===== src/rtl/etc_pkg.sv =====
// Shared definitions for the ETC decode scheduler.
// Holds bus widths, the scheduler FSM encoding and the latched block payload.
package etc_pkg;

    localparam int unsigned BLOCK_W          = 64;
    localparam int unsigned TEXELS_PER_BLOCK = 16;
    localparam int unsigned RGBA_W           = 32;
    localparam int unsigned PIX_W            = 4;
    localparam int unsigned COORD_W          = 8;
    localparam int unsigned WIDTH_W          = 16;
    localparam int unsigned ADDR_W           = 32;

    typedef enum logic [2:0] {
        ST_IDLE     = 3'd0,
        ST_WAIT_BLK = 3'd1,
        ST_DECODE   = 3'd2,
        ST_WRITE    = 3'd3,
        ST_RELEASE  = 3'd4,
        ST_HOLDOFF  = 3'd5,
        ST_DONE     = 3'd6
    } sched_state_e;

    // Compressed block and its position in block units, as latched from the fetcher.
    typedef struct packed {
        logic [BLOCK_W-1:0] data;
        logic [COORD_W-1:0] x;
        logic [COORD_W-1:0] y;
    } blk_info_t;

endpackage


===== src/rtl/etc_texel_addr_calc.sv =====
// Frame-buffer byte address of one texel of a 4x4 block (combinational).
// Ports:
//   blk_x_i, blk_y_i  block coordinates in block units
//   pix_i             texel index 0..15, column-major inside the block
//   img_width_i       image width in texels
//   addr_o            BASE_ADDR + ((ty*img_width + tx) << BPP_SHIFT), mod 2^32
module etc_texel_addr_calc
    import etc_pkg::*;
#(
    parameter logic [ADDR_W-1:0] BASE_ADDR = 32'h0000_0000,
    parameter int unsigned       BPP_SHIFT = 2
) (
    input  logic [COORD_W-1:0] blk_x_i,
    input  logic [COORD_W-1:0] blk_y_i,
    input  logic [PIX_W-1:0]   pix_i,
    input  logic [WIDTH_W-1:0] img_width_i,
    output logic [ADDR_W-1:0]  addr_o
);

    logic [ADDR_W-1:0] tx;
    logic [ADDR_W-1:0] ty;
    logic [ADDR_W-1:0] lin;

    // Block coordinate times 4 plus the in-block offset is a plain concatenation.
    always_comb begin
        tx     = ADDR_W'({blk_x_i, pix_i[3:2]});
        ty     = ADDR_W'({blk_y_i, pix_i[1:0]});
        lin    = ty * ADDR_W'(img_width_i) + tx;
        addr_o = BASE_ADDR + (lin << BPP_SHIFT);
    end

endmodule


===== src/rtl/etc_decode_scheduler.sv =====
// ETC decode scheduler: walks the 16 texels of each fetched block through the
// texel decoder and writes the decoded RGBA values to the frame buffer.
// Ports:
//   sclk, rsrt                  clock, async active-low reset
//   start, busy, frame_done     frame control and status
//   img_width                   image width in texels
//   blk_valid/data/x/y          block from the fetcher; write_finish releases it
//   image_finished              fetcher has no more blocks
//   dec_req/block/pix, dec_valid/rgba   decoder request / response
//   mem_req/addr/wdata, mem_ack         frame-buffer write request / accept
module etc_decode_scheduler
    import etc_pkg::*;
#(
    parameter logic [ADDR_W-1:0] BASE_ADDR = 32'h0000_0000,
    parameter int unsigned       BPP_SHIFT = 2
) (
    input  logic               sclk,
    input  logic               rsrt,
    input  logic               start,
    input  logic [WIDTH_W-1:0] img_width,
    input  logic               blk_valid,
    input  logic [BLOCK_W-1:0] blk_data,
    input  logic [COORD_W-1:0] blk_x,
    input  logic [COORD_W-1:0] blk_y,
    input  logic               image_finished,
    output logic               write_finish,
    output logic               dec_req,
    output logic [BLOCK_W-1:0] dec_block,
    output logic [PIX_W-1:0]   dec_pix,
    input  logic               dec_valid,
    input  logic [RGBA_W-1:0]  dec_rgba,
    output logic               mem_req,
    output logic [ADDR_W-1:0]  mem_addr,
    output logic [RGBA_W-1:0]  mem_wdata,
    input  logic               mem_ack,
    output logic               busy,
    output logic               frame_done
);

    localparam logic [PIX_W-1:0] LAST_PIX = PIX_W'(TEXELS_PER_BLOCK - 1);

    sched_state_e      state_q, state_d;
    blk_info_t         blk_q, blk_d;
    logic [PIX_W-1:0]  pix_q, pix_d;
    logic              dec_req_q, dec_req_d;
    logic              mem_req_q, mem_req_d;
    logic [ADDR_W-1:0] mem_addr_q, mem_addr_d;
    logic [RGBA_W-1:0] mem_wdata_q, mem_wdata_d;
    logic              write_finish_q, write_finish_d;
    logic              busy_q, busy_d;
    logic              frame_done_q, frame_done_d;
    logic [ADDR_W-1:0] texel_addr;

    etc_texel_addr_calc #(
        .BASE_ADDR (BASE_ADDR),
        .BPP_SHIFT (BPP_SHIFT)
    ) u_addr_calc (
        .blk_x_i     (blk_q.x),
        .blk_y_i     (blk_q.y),
        .pix_i       (pix_q),
        .img_width_i (img_width),
        .addr_o      (texel_addr)
    );

    // Next-state and registered-output logic.
    always_comb begin
        state_d        = state_q;
        blk_d          = blk_q;
        pix_d          = pix_q;
        dec_req_d      = dec_req_q;
        mem_req_d      = mem_req_q;
        mem_addr_d     = mem_addr_q;
        mem_wdata_d    = mem_wdata_q;
        busy_d         = busy_q;
        write_finish_d = 1'b0;
        frame_done_d   = 1'b0;

        case (state_q)
            ST_IDLE: begin
                if (start) begin
                    busy_d  = 1'b1;
                    state_d = ST_WAIT_BLK;
                end
            end
            ST_WAIT_BLK: begin
                // A pending block takes priority over end-of-image.
                if (blk_valid) begin
                    blk_d.data = blk_data;
                    blk_d.x    = blk_x;
                    blk_d.y    = blk_y;
                    pix_d      = '0;
                    dec_req_d  = 1'b1;
                    state_d    = ST_DECODE;
                end else if (image_finished) begin
                    frame_done_d = 1'b1;
                    state_d      = ST_DONE;
                end
            end
            ST_DECODE: begin
                if (dec_valid) begin
                    dec_req_d   = 1'b0;
                    mem_wdata_d = dec_rgba;
                    mem_addr_d  = texel_addr;
                    mem_req_d   = 1'b1;
                    state_d     = ST_WRITE;
                end
            end
            ST_WRITE: begin
                if (mem_ack) begin
                    mem_req_d = 1'b0;
                    if (pix_q == LAST_PIX) begin
                        write_finish_d = 1'b1;
                        state_d        = ST_RELEASE;
                    end else begin
                        pix_d     = pix_q + PIX_W'(1);
                        dec_req_d = 1'b1;
                        state_d   = ST_DECODE;
                    end
                end
            end
            ST_RELEASE: begin
                state_d = ST_HOLDOFF;
            end
            ST_HOLDOFF: begin
                // Wait for the fetcher to drop the released block so it is not re-accepted.
                if (!blk_valid) begin
                    state_d = ST_WAIT_BLK;
                end
            end
            ST_DONE: begin
                busy_d  = 1'b0;
                state_d = ST_IDLE;
            end
            default: begin
                state_d = ST_IDLE;
            end
        endcase
    end

    // State and output registers.
    always_ff @(posedge sclk or negedge rsrt) begin
        if (!rsrt) begin
            state_q        <= ST_IDLE;
            blk_q          <= '0;
            pix_q          <= '0;
            dec_req_q      <= 1'b0;
            mem_req_q      <= 1'b0;
            mem_addr_q     <= '0;
            mem_wdata_q    <= '0;
            write_finish_q <= 1'b0;
            busy_q         <= 1'b0;
            frame_done_q   <= 1'b0;
        end else begin
            state_q        <= state_d;
            blk_q          <= blk_d;
            pix_q          <= pix_d;
            dec_req_q      <= dec_req_d;
            mem_req_q      <= mem_req_d;
            mem_addr_q     <= mem_addr_d;
            mem_wdata_q    <= mem_wdata_d;
            write_finish_q <= write_finish_d;
            busy_q         <= busy_d;
            frame_done_q   <= frame_done_d;
        end
    end

    assign write_finish = write_finish_q;
    assign dec_req      = dec_req_q;
    assign dec_block    = blk_q.data;
    assign dec_pix      = pix_q;
    assign mem_req      = mem_req_q;
    assign mem_addr     = mem_addr_q;
    assign mem_wdata    = mem_wdata_q;
    assign busy         = busy_q;
    assign frame_done   = frame_done_q;

endmodule


===== config.mk =====
export PLATFORM = sky130hd
export DESIGN_NAME = etc_decode_scheduler
export DESIGN_NICKNAME = d
export VERILOG_FILES = /design/src/rtl/etc_pkg.sv /design/src/rtl/etc_texel_addr_calc.sv /design/src/rtl/etc_decode_scheduler.sv
export SDC_FILE = /design/constraint.sdc
export NUM_CORES = 1
export LEC_CHECK = 0
export ABC_CLOCK_PERIOD_IN_PS = 6000
export CORE_UTILIZATION = 42
export CTS_CLUSTER_DIAMETER = 150
export DETAILED_ROUTE_END_ITERATION = 6
export GPL_ROUTABILITY_DRIVEN = 1
export PLACE_DENSITY = 0.68
export SKIP_LAST_GASP = 1
export SYNTH_ARGS = -nofsm -noshare
export SYNTH_HDL_FRONTEND = slang
export SYNTH_SLANG_ARGS = --single-unit

===== constraint.sdc =====
create_clock -name sclk -period 6 [get_ports sclk]
set_input_delay 1.5 -clock sclk [delete_from_list [all_inputs] [get_ports sclk]]
set_output_delay 1.5 -clock sclk [all_outputs]
set_load 0.02 [all_outputs]

==> flow_metrics.env <==
export IMPL_synth_seq_area_share_pct=31.0
export IMPL_nFillCells=2356
export IMPL_maxCapViolCount=0
export IMPL_clock_fmax_mhz=170
export IMPL_io_pins=272
export IMPL_ant_nets=0
export IMPL_dieArea_um2=29700
export IMPL_grt_pass1_vias=9421
export IMPL_worstMarginPinSlew_ns=1.12
export IMPL_cts_tree="built"
export IMPL_drt_iter0_drc=423
export IMPL_hp_class="register to register"
export IMPL_crit_chain="clkbuf_2 > buf_6 > buf_6 > and2_4 > fa_1 > fa_1 > fa_1 > fa_1 > inv_2 > fa_1 > inv_2 > ha_4 > and3_4 > nand2_4 > a311oi_4 > o21ai_4 > buf_6 > or3_1 > nand3_1"
export IMPL_fin_cells=1882
export IMPL_slew_headroom_pct=25.2
export IMPL_setup_ws_ns=0.131
export IMPL_grt_max_degree=86
export IMPL_grt_antenna_before_repair=0
export IMPL_htree_levels=4
export IMPL_crit_path_max_fanout=5
export IMPL_tns_ns=0
export IMPL_cts_buffer_depth=2
export IMPL_n_antenna_cell=0
export IMPL_seq_area_um2=3780
export IMPL_worst_path_most_repeated_cell="fa_1"
export IMPL_gp_congestion=0.865
export IMPL_yosysUniqueCellTypes=63
export IMPL_fin_skew_ns=0.0105
export IMPL_syn_inst=1232
export IMPL_wl_per_cell_um=15.7
export IMPL_dpl_cell_count=1841
export IMPL_core_area_um2=28200
export IMPL_ys_seq_elements=151
export IMPL_synth_area_leader_cell="dfrtp_1"
export IMPL_synth_area_um2=12200
export IMPL_cts_buffers=17
export IMPL_synth_top_area_share_pct=31.0
export IMPL_dp_slack_ns=-0.832
export IMPL_synthFlopType="dfrtp_1"
export IMPL_min_path_cells=2
export IMPL_dieWidth_um=172
export IMPL_setup_viol=0
export IMPL_initial_core_util_pct=43.2
export IMPL_grt_pass1_wl_mm=48.2
export IMPL_finalHoldViolCount=0
export IMPL_cts_root_buf="clkbuf_16"
export IMPL_insertion_delay_ns=0.43
export IMPL_drc_errors=0
export IMPL_fin_nets=1821
export IMPL_ctsHoldBuffers=0
export IMPL_vias=9034
export IMPL_drv_slew=0
export IMPL_syn_to_final_growth_pct=32.3
export IMPL_cpMaxStageDelayCell="fa_1"
export IMPL_num_rows=61
export IMPL_critPathLaunchType="input pin"
export IMPL_end_kind="register"
export IMPL_wl_mm=29.6
export IMPL_synth_warnings=0
export IMPL_synth_edf_count=0
export IMPL_period_needed_ns=5.87
export IMPL_required_ns=6.37
export IMPL_io_buffers=266
export IMPL_arrival_ns=6.23
export IMPL_async_reset_ff_share_pct=100
export IMPL_cts_sink_count=151
export IMPL_hpwlAfterDp_mm=23.1
export IMPL_netlist_top_cells_area="dfrtp_1 (31%), fa_1 (20%), ha_1 (7.6%), mux2_2 (7.5%), nand2_1 (7.3%)"
export IMPL_crit_type="input pin to register"
export IMPL_r2r_cells=17
export IMPL_drive_gt1_share_pct=19.1
export IMPL_cp_slowest_stage_delay_ns=0.57
export IMPL_syn_area_per_cell_um2=9.88
export IMPL_die_y_um=172
export IMPL_grt_overflow_total=0
export IMPL_grt_use_total_pct=20.9
export IMPL_clkSlewWorstSetupHoldPaths_ns=0.07
export IMPL_fin_crit_sh_pct=97.8
export IMPL_run_status="completed"
export IMPL_vias_per_cell=4.80
export IMPL_drt_first_pass_iters=4
export IMPL_multi_input_area_um2=7320
==> what timing repair did <==
item	CTS	global route
endpoints found under the setup margin	15	16
gates resized for setup	52	61
gates cloned	0	0
setup buffers	4	5
endpoints found under the hold margin	0	0
pin swaps	25	36
==> routing by layer <==
metal	GRT usage, %	vias up	share of wire [%]
met5	0	-	0
met3	5.15	42	5.3
met4	7.04	0	1.9
met2	33.5	208	49
li1	-	4366	-
met1	27.5	4418	44
==> kinds of logic (layout without fill, tap and decap cells) <==
kind of cell | count (synthesis) | count (layout) | synth area share [%]
DFF | 151 | 151 | 31.0
and+or+nand+nor | 390 | 390 | 14.8
buffers and inverters | 276 | 544 | 11.3
muxes | 83 | 83 | 7.66
adders and majority gates | 195 | 195 | 27.5
xor gates and xnor gates | 15 | 15 | 1.08
AOI/OAI and AO/OA | 121 | 121 | 6.63
other | 1 | 5 | 0.0308
==> worst paths after layout <==
path                               from       endpoint  slack, ns
setup reg to reg               blk_q[2]   mem_addr[24]       0.57
hold reg to reg            mem_wdata[9]   mem_wdata[9]       0.47
min in group asynchronous          rsrt  dec_block[38]       0.99
hold / removal             mem_wdata[9]   mem_wdata[9]       0.47
max in group asynchronous          rsrt  dec_block[62]       3.90
setup / recovery           img_width[9]   mem_addr[24]       0.13
==> flip-flops by register name, summed over array words and instances (netlist names) <==
signal / flops
blk_q: 16
mem_req: 1
busy: 1
mem_addr: 27
write_finish: 1
frame_done: 1
dec_req: 1
dec_pix: 4
mem_wdata: 32
state_q: 3
dec_block: 64
==> cell usage after synthesis (6+ instances only) <==
| library cell | instances |
|---|---|
| nand2_1 | 238 |
| dfrtp_1 | 151 |
| inv_1 | 146 |
| fa_1 | 121 |
| mux2_2 | 81 |
| and2_1 | 78 |
| ha_1 | 74 |
| buf_4 | 70 |
| clkbuf_1 | 44 |
| a21oi_1 | 27 |
| nor2_1 | 23 |
| o21ai_0 | 22 |
| a21o_1 | 13 |
| nand3_1 | 12 |
| buf_2 | 10 |
| o21ai_1 | 10 |
| xor2_1 | 8 |
| a211oi_1 | 7 |
| nor3_1 | 7 |
| o31ai_1 | 7 |
| xnor2_1 | 7 |
| and3_1 | 6 |
==> per-stage QoR <==
stage          hold slack (ns)  instance area, um^2  utilization [%]
3_3_place_gp             0.457                15200             54.1
3_5_place_dp             0.461                15200             54.1
6_report                 0.474                16100             57.2
4_1_cts                  0.480                16000             56.8
2_1_floorplan            0.482                12300                -
5_1_grt                  0.502                16100             57.2
==> cell type report <==
type	count	share of cell area, %
sequential	151	23.5
multi-input combinational	809	45.5
inverter	147	3.46
clock inverter	14	0.940
clock buffer	18	2.73
timing repair buffer	365	21.0
tap	378	2.94
==> layout by cell type (no fill, tap or decap), drive strengths merged, types with 3 or more instances in the layout <==
| cell | count |
|---|---|
| a21o | 15 |
| and4 | 4 |
| conb | 5 |
| a31oi | 4 |
| xnor2 | 7 |
| nand3 | 12 |
| a211oi | 7 |
| or3 | 3 |
| nor3 | 7 |
| and2 | 79 |
| mux2 | 81 |
| xor2 | 8 |
| clkinv | 4 |
| clkdlybuf4s50 | 249 |
| nand4 | 3 |
| clkbuf | 25 |
| buf | 105 |
| and3 | 7 |
| nand2 | 238 |
| o21ai | 33 |
| ha | 74 |
| nand2b | 4 |
| fa | 121 |
| inv | 156 |
| nor2 | 23 |
| o21a | 5 |
| dfrtp | 151 |
| o211ai | 4 |
| o31ai | 7 |
| a21oi | 27 |
==> worst max-delay path: cells and delay by family <==
family / cells / cell delay [ns]
AO/OA/AOI/OAI: 2 / 0.44
adder cells (fa/ha/maj): 6 / 2.87
buffers and inverters: 6 / 0.56
AND/OR/NAND/NOR: 5 / 0.84
Power is left out: the tool's default activity adds up to more than one toggle a clock period on the data nets, which glitch-free logic cannot reach.
